### config.mk
export PLATFORM = sky130hd
export DESIGN_NAME = branch_predictor
export DESIGN_NICKNAME = d
export VERILOG_FILES = /design/src/rtl/branch_predictor.sv
export SDC_FILE = /design/constraint.sdc
export NUM_CORES = 1
export LEC_CHECK = 0
export CORE_ASPECT_RATIO = 1.1
export CORE_MARGIN = 2
export CORE_UTILIZATION = 62
export DETAILED_ROUTE_END_ITERATION = 10
export GPL_TIMING_DRIVEN = 0
export PLACE_DENSITY = 0.77
export RECOVER_POWER = 50
export SYNTH_ARGS = -nofsm -noshare
export SYNTH_HDL_FRONTEND = slang
export SYNTH_SLANG_ARGS = --single-unit
export TNS_END_PERCENT = 5
### constraint.sdc
create_clock -name clk -period 10.8 [get_ports clk]
set_clock_uncertainty 0.05 [all_clocks]
set_input_delay 3.24 -clock clk [delete_from_list [all_inputs] [get_ports clk]]
set_output_delay 3.24 -clock clk [all_outputs]
set_load 0.005 [all_outputs]
### src/rtl/branch_predictor.sv
// IF-stage branch predictor: direct-mapped BTB with 2-bit saturating direction counters,
// trained from MEM-stage resolution. Define BP_GSHARE_EN to index the counters by idx ^ GHR.
module branch_predictor #(
    parameter int DATA_WIDTH  = 32,
    parameter int NUM_ENTRIES = 16,
    parameter int GHR_WIDTH   = 4
) (
    input  logic                  clk,
    input  logic                  reset,
    input  logic [DATA_WIDTH-1:0] IF_pc,
    output logic                  IF_pred_taken,
    output logic [DATA_WIDTH-1:0] IF_pred_target,
    input  logic                  MEM_update,
    input  logic [DATA_WIDTH-1:0] MEM_pc,
    input  logic                  MEM_is_jump,
    input  logic                  MEM_taken,
    input  logic [DATA_WIDTH-1:0] MEM_target
);
    localparam int IDX_W = $clog2(NUM_ENTRIES);
    localparam int TAG_W = DATA_WIDTH - IDX_W - 2;

    logic [NUM_ENTRIES-1:0] valid_q;
    logic [NUM_ENTRIES-1:0] jump_q;
    logic [TAG_W-1:0]       tag_q    [NUM_ENTRIES];
    logic [DATA_WIDTH-1:0]  target_q [NUM_ENTRIES];
    // Per-entry counters, or the pattern history table when gshare is enabled.
    logic [1:0]             ctr_q    [NUM_ENTRIES];

    logic [IDX_W-1:0] lk_idx;
    logic [IDX_W-1:0] lk_ctr_idx;
    logic [TAG_W-1:0] lk_tag;
    logic             lk_hit;
    logic [IDX_W-1:0] up_idx;
    logic [IDX_W-1:0] up_ctr_idx;
    logic [TAG_W-1:0] up_tag;
    logic             up_hit;
    logic [1:0]       ctr_cur;
    logic [1:0]       ctr_d;
    logic             btb_we;
    logic             ctr_we;
    logic             unused_pc_lsbs;

    assign lk_idx = IF_pc[IDX_W+1:2];
    assign lk_tag = IF_pc[DATA_WIDTH-1:IDX_W+2];
    assign up_idx = MEM_pc[IDX_W+1:2];
    assign up_tag = MEM_pc[DATA_WIDTH-1:IDX_W+2];
    assign unused_pc_lsbs = ^{IF_pc[1:0], MEM_pc[1:0]};

`ifdef BP_GSHARE_EN
    logic [GHR_WIDTH-1:0] ghr_q;
    logic [GHR_WIDTH-1:0] ghr_d;
    logic [IDX_W-1:0]     ghr_ext;

    assign ghr_ext    = IDX_W'(ghr_q);
    assign lk_ctr_idx = lk_idx ^ ghr_ext;
    assign up_ctr_idx = up_idx ^ ghr_ext;

    // Only conditional branches shift history; the shift uses the pre-update GHR.
    assign ghr_d = (MEM_update && !MEM_is_jump) ? ((ghr_q << 1) | GHR_WIDTH'(MEM_taken)) : ghr_q;

    always_ff @(posedge clk) begin
        if (reset) begin
            ghr_q <= '0;
        end else begin
            ghr_q <= ghr_d;
        end
    end
`else
    assign lk_ctr_idx = lk_idx;
    assign up_ctr_idx = up_idx;
`endif

    // Lookup: no bypass from a same-cycle update, the arrays are read as they stand.
    assign lk_hit         = valid_q[lk_idx] && (tag_q[lk_idx] == lk_tag);
    assign IF_pred_taken  = lk_hit && (jump_q[lk_idx] || ctr_q[lk_ctr_idx][1]);
    assign IF_pred_target = IF_pred_taken ? target_q[lk_idx] : IF_pc + DATA_WIDTH'(4);

    assign up_hit  = valid_q[up_idx] && (tag_q[up_idx] == up_tag);
    assign ctr_cur = ctr_q[up_ctr_idx];

    // NOTE: every always_comb output gets a default first so no path leaves it unassigned
    // (which would infer a latch).
    always_comb begin
        btb_we = 1'b0;
        ctr_we = 1'b0;
        ctr_d  = ctr_cur;
        if (MEM_update && (up_hit || MEM_taken)) begin
            btb_we = 1'b1;
            ctr_we = 1'b1;
            if (MEM_is_jump) begin
                ctr_d = 2'b11;
            end else if (MEM_taken) begin
                ctr_d = (ctr_cur == 2'b11) ? 2'b11 : ctr_cur + 2'b01;
            end else begin
                ctr_d = (ctr_cur == 2'b00) ? 2'b00 : ctr_cur - 2'b01;
            end
`ifndef BP_GSHARE_EN
            // A fresh branch allocation starts weak-taken, whatever the evicted entry held.
            if (!up_hit && !MEM_is_jump) begin
                ctr_d = 2'b10;
            end
`endif
        end
    end

    // NOTE: sequential state is written with <= only, so every reader sees pre-edge values.
    always_ff @(posedge clk) begin
        if (reset) begin
            valid_q <= '0;
            for (int i = 0; i < NUM_ENTRIES; i++) begin
                ctr_q[i] <= 2'b01;
            end
        end else begin
            if (btb_we) begin
                valid_q[up_idx] <= 1'b1;
            end
            if (ctr_we) begin
                ctr_q[up_ctr_idx] <= ctr_d;
            end
        end
    end

    // NOTE: tag/target/jump storage is not reset; valid=0 masks stale contents,
    // letting these arrays map onto plain RAM.
    always_ff @(posedge clk) begin
        if (btb_we && !reset) begin
            tag_q[up_idx]  <= up_tag;
            jump_q[up_idx] <= MEM_is_jump;
            if (MEM_taken) begin
                target_q[up_idx] <= MEM_target;
            end
        end
    end

endmodule
==> impl_metrics.ini <==
[finish]
multi_input_area_um2 = 13030
final_cell_mix = 976 x edfxtp_1, 382 x mux4_2, 95 x clkbuf_16
final_common_cell = edfxtp_1
instances_no_fill = 3390
fin_area_um2 = 49940
seq_area_um2 = 29630
drive_gt1_share_pct = 30.20
area_growth_pct = 14.75
n_fill_cell = 4051
fin_nets = 2485

[run_status]
outcome = complete, no violations

[logic_synthesis]
ys_seq_area_share_pct = 68.08
synth.cell_area_um2 = 43520
avgSynthCellArea_um2 = 20.40
synth_flop_cell = edfxtp_1
yosysUniqueCellTypes = 84
ys_async_sr_fraction_pct = 0
synth_edf_count = 976
syn_nets = 2235
synth-seq-cells = 992
syn_inst = 2133
yosysWarnings = 0

[worst_hold_path]
hold_depth = 2
min_path_type = reg -> reg
hp-start = valid_q[14]
whs_endpoint = valid_q[14]

[clock_network]
clock_latency_ns = 0.68
h-tree-depth = 3
cts_buffer_depth = 3
cts-root-buf = clkbuf_16
tritoncts = yes
clk_pin_slew_worst_paths_ns = 0.06
postCtsHoldBufs = 0
cts_sinks = 992
cts_buffers = 95

[floorplan]
ios = 134
die_area_um2 = 72330
initial_utilization_pct = 62.85
core.rowCount = 101
die_y_um = 281.9
dieWidth_um = 256.6
core_area_um2 = 69250

[timing]
fin_crit_sh_pct = 99.32
rsz0062_at_grt = false
slew_violations = 0
worstMarginPinSlew_ns = 1.335
final-setup-viol-count = 0
hold_violations = 0
final.min_clock_period_ns = 10.73
tns_ns = 0
timing.fmax_mhz = 93.23
slew_headroom_pct = 10.98
setup_ws_ns = 0.07337

[worst_setup_path]
crit_arrival_ns = 7.44
r2r_start = tag_q[10][13]
cp-start-kind = primary input
cp_data_required_time_ns = 7.51
rr_endpoint = ctr_q[13][0]
r2r_cells = 11
cp_max_fo = 10
regToRegSetupSlack_ns = 4.87
cp-end-kind = primary output
criticalPathCategory = in -> out

[pwr]
p_per_area_nw_per_um2 = 166.7
p_leak_nw = 15.95
ir_worst_vdd_v = 0.0001515

[routing]
first_pass_iters = 6
wire_per_inst_um = 37.90
ant_nets = 0
drt_drc_violations_left = 0
post_drt_via_cell_ratio = 7.239
dr_total_vias = 24540
drt_wl_total_um = 128500
drtIter0Drc = 3526

[global_route]
overflow = 0
grt_start_max_net_pins = 29
grt_pass1_vias = 24850
grt_pass1_wl_um = 180000
grt_use_total_pct = 36.01
antenna_found_initial = 8

[placed_design]
io_buffers = 127
hpwl_um = 83140
numPlacedInstances = 3211
place_area_um2 = 46630
post-place-ws_ns = -1.938
place_congestion = 0.9753

[run]
drv_cap = 0
==> how the worst max path moves through the flow <==
stage | depth (start not counted) | slack [ns] | from | to
detailed placement | 15 | -1.94 | IF_pc[3] | IF_pred_target[2]
global route | 12 | 0.003 | IF_pc[2] | IF_pred_target[10]
global placement | 15 | -1.91 | IF_pc[3] | IF_pred_target[2]
floorplan | 9 | 0.99 | IF_pc[2] | IF_pred_target[0]
finish | 12 | 0.07 | IF_pc[2] | IF_pred_target[10]
CTS | 10 | 0.06 | IF_pc[5] | IF_pred_target[10]
==> flip-flops by register name, summed over array words and instances (netlist names) <==
| name | count |
|---|---|
| ctr_q | 32 |
| jump_q | 16 |
| tag_q | 416 |
| target_q | 512 |
| valid_q | 16 |
==> synthesized netlist by cell type, drive strengths merged (8+ instances only) <==
master,n,share of area (%)
a21oi,8,0.092
a22oi,19,0.33
and2,9,0.13
and3,15,0.22
buf,80,1.2
clkbuf,45,0.41
dfxtp,16,0.74
edfxtp,976,67
inv,43,0.37
mux2,42,1.1
mux2i,84,1.9
mux4,383,20
nand2,36,0.31
nand2b,24,0.34
nand3,34,0.52
nand4,16,0.23
nor2,55,0.49
nor4,9,0.13
o211ai,29,0.57
o21ai,44,0.51
xnor2,61,1.2
xor2,13,0.26
==> cells by family after synthesis <==
group                    after synthesis  share of synthesized area (%)
XOR/XNOR                              74                          1.489
buffers and inverters                176                          2.119
AO/OA/AOI/OAI                        150                          2.518
multiplexers                         509                          22.85
adder cells (fa/ha/maj)                1                        0.02874
flip-flops                           992                          68.08
AND/OR/NAND/NOR                      231                          2.921
==> area by class of cell <==
cell class | count | share of cell area [%]
Clock inverter | 60 | 1.431
Sequential cell | 992 | 59.33
Multi-Input combinational cell | 965 | 26.10
Clock buffer | 114 | 4.903
Antenna cell | 3 | 0.01503
Timing Repair Buffer | 153 | 3.675
Buffer | 128 | 1.859
Tap cell | 927 | 2.322
Inverter | 48 | 0.3708
==> worst max-delay path, cell delays in order <==
cell and delay [ns]:
dlygate4sd2_1 0.39, buf_6 0.26, buf_6 0.25, mux4_2 0.53, mux4_2 0.63, xnor2_1 0.22
nand4_1 0.13, nor4_2 0.38, nand3_4 0.21, buf_4 0.27, mux2_2 0.32, clkdlybuf4s50_1 0.58
==> where the power goes <==
group          internal [W]  switching, W
clock               0.00194       0.00147
sequential          0.00425    0.00000969
combinational      0.000272      0.000384
==> layer usage <==
layer,share of wire (%),global-route usage [%]
met5,0.030,0
met4,5.7,19.87
met3,11,7.434
met2,49,59.21
met1,34,45.68
==> through the flow <==
stage	hold slack (ns)	total power [W]	utilization, %
CTS	0.4365	0.008324	72.21
global placement	0.4184	0.004962	66.36
global route	0.4556	0.008490	72.11
floorplan	0.4016	0.004691	-
finish	0.4380	0.008327	72.12
detailed placement	0.4238	0.004978	67.33
==> what timing repair did <==
item | in CTS | in global routing
setup endpoints to repair | 33 | 14
pin swaps | 1 | 0
hold endpoints to repair | 0 | 0
setup buffers | 2 | 0
resized for setup | 144 | 6
Note: power is estimated with default switching activity, not from simulation.
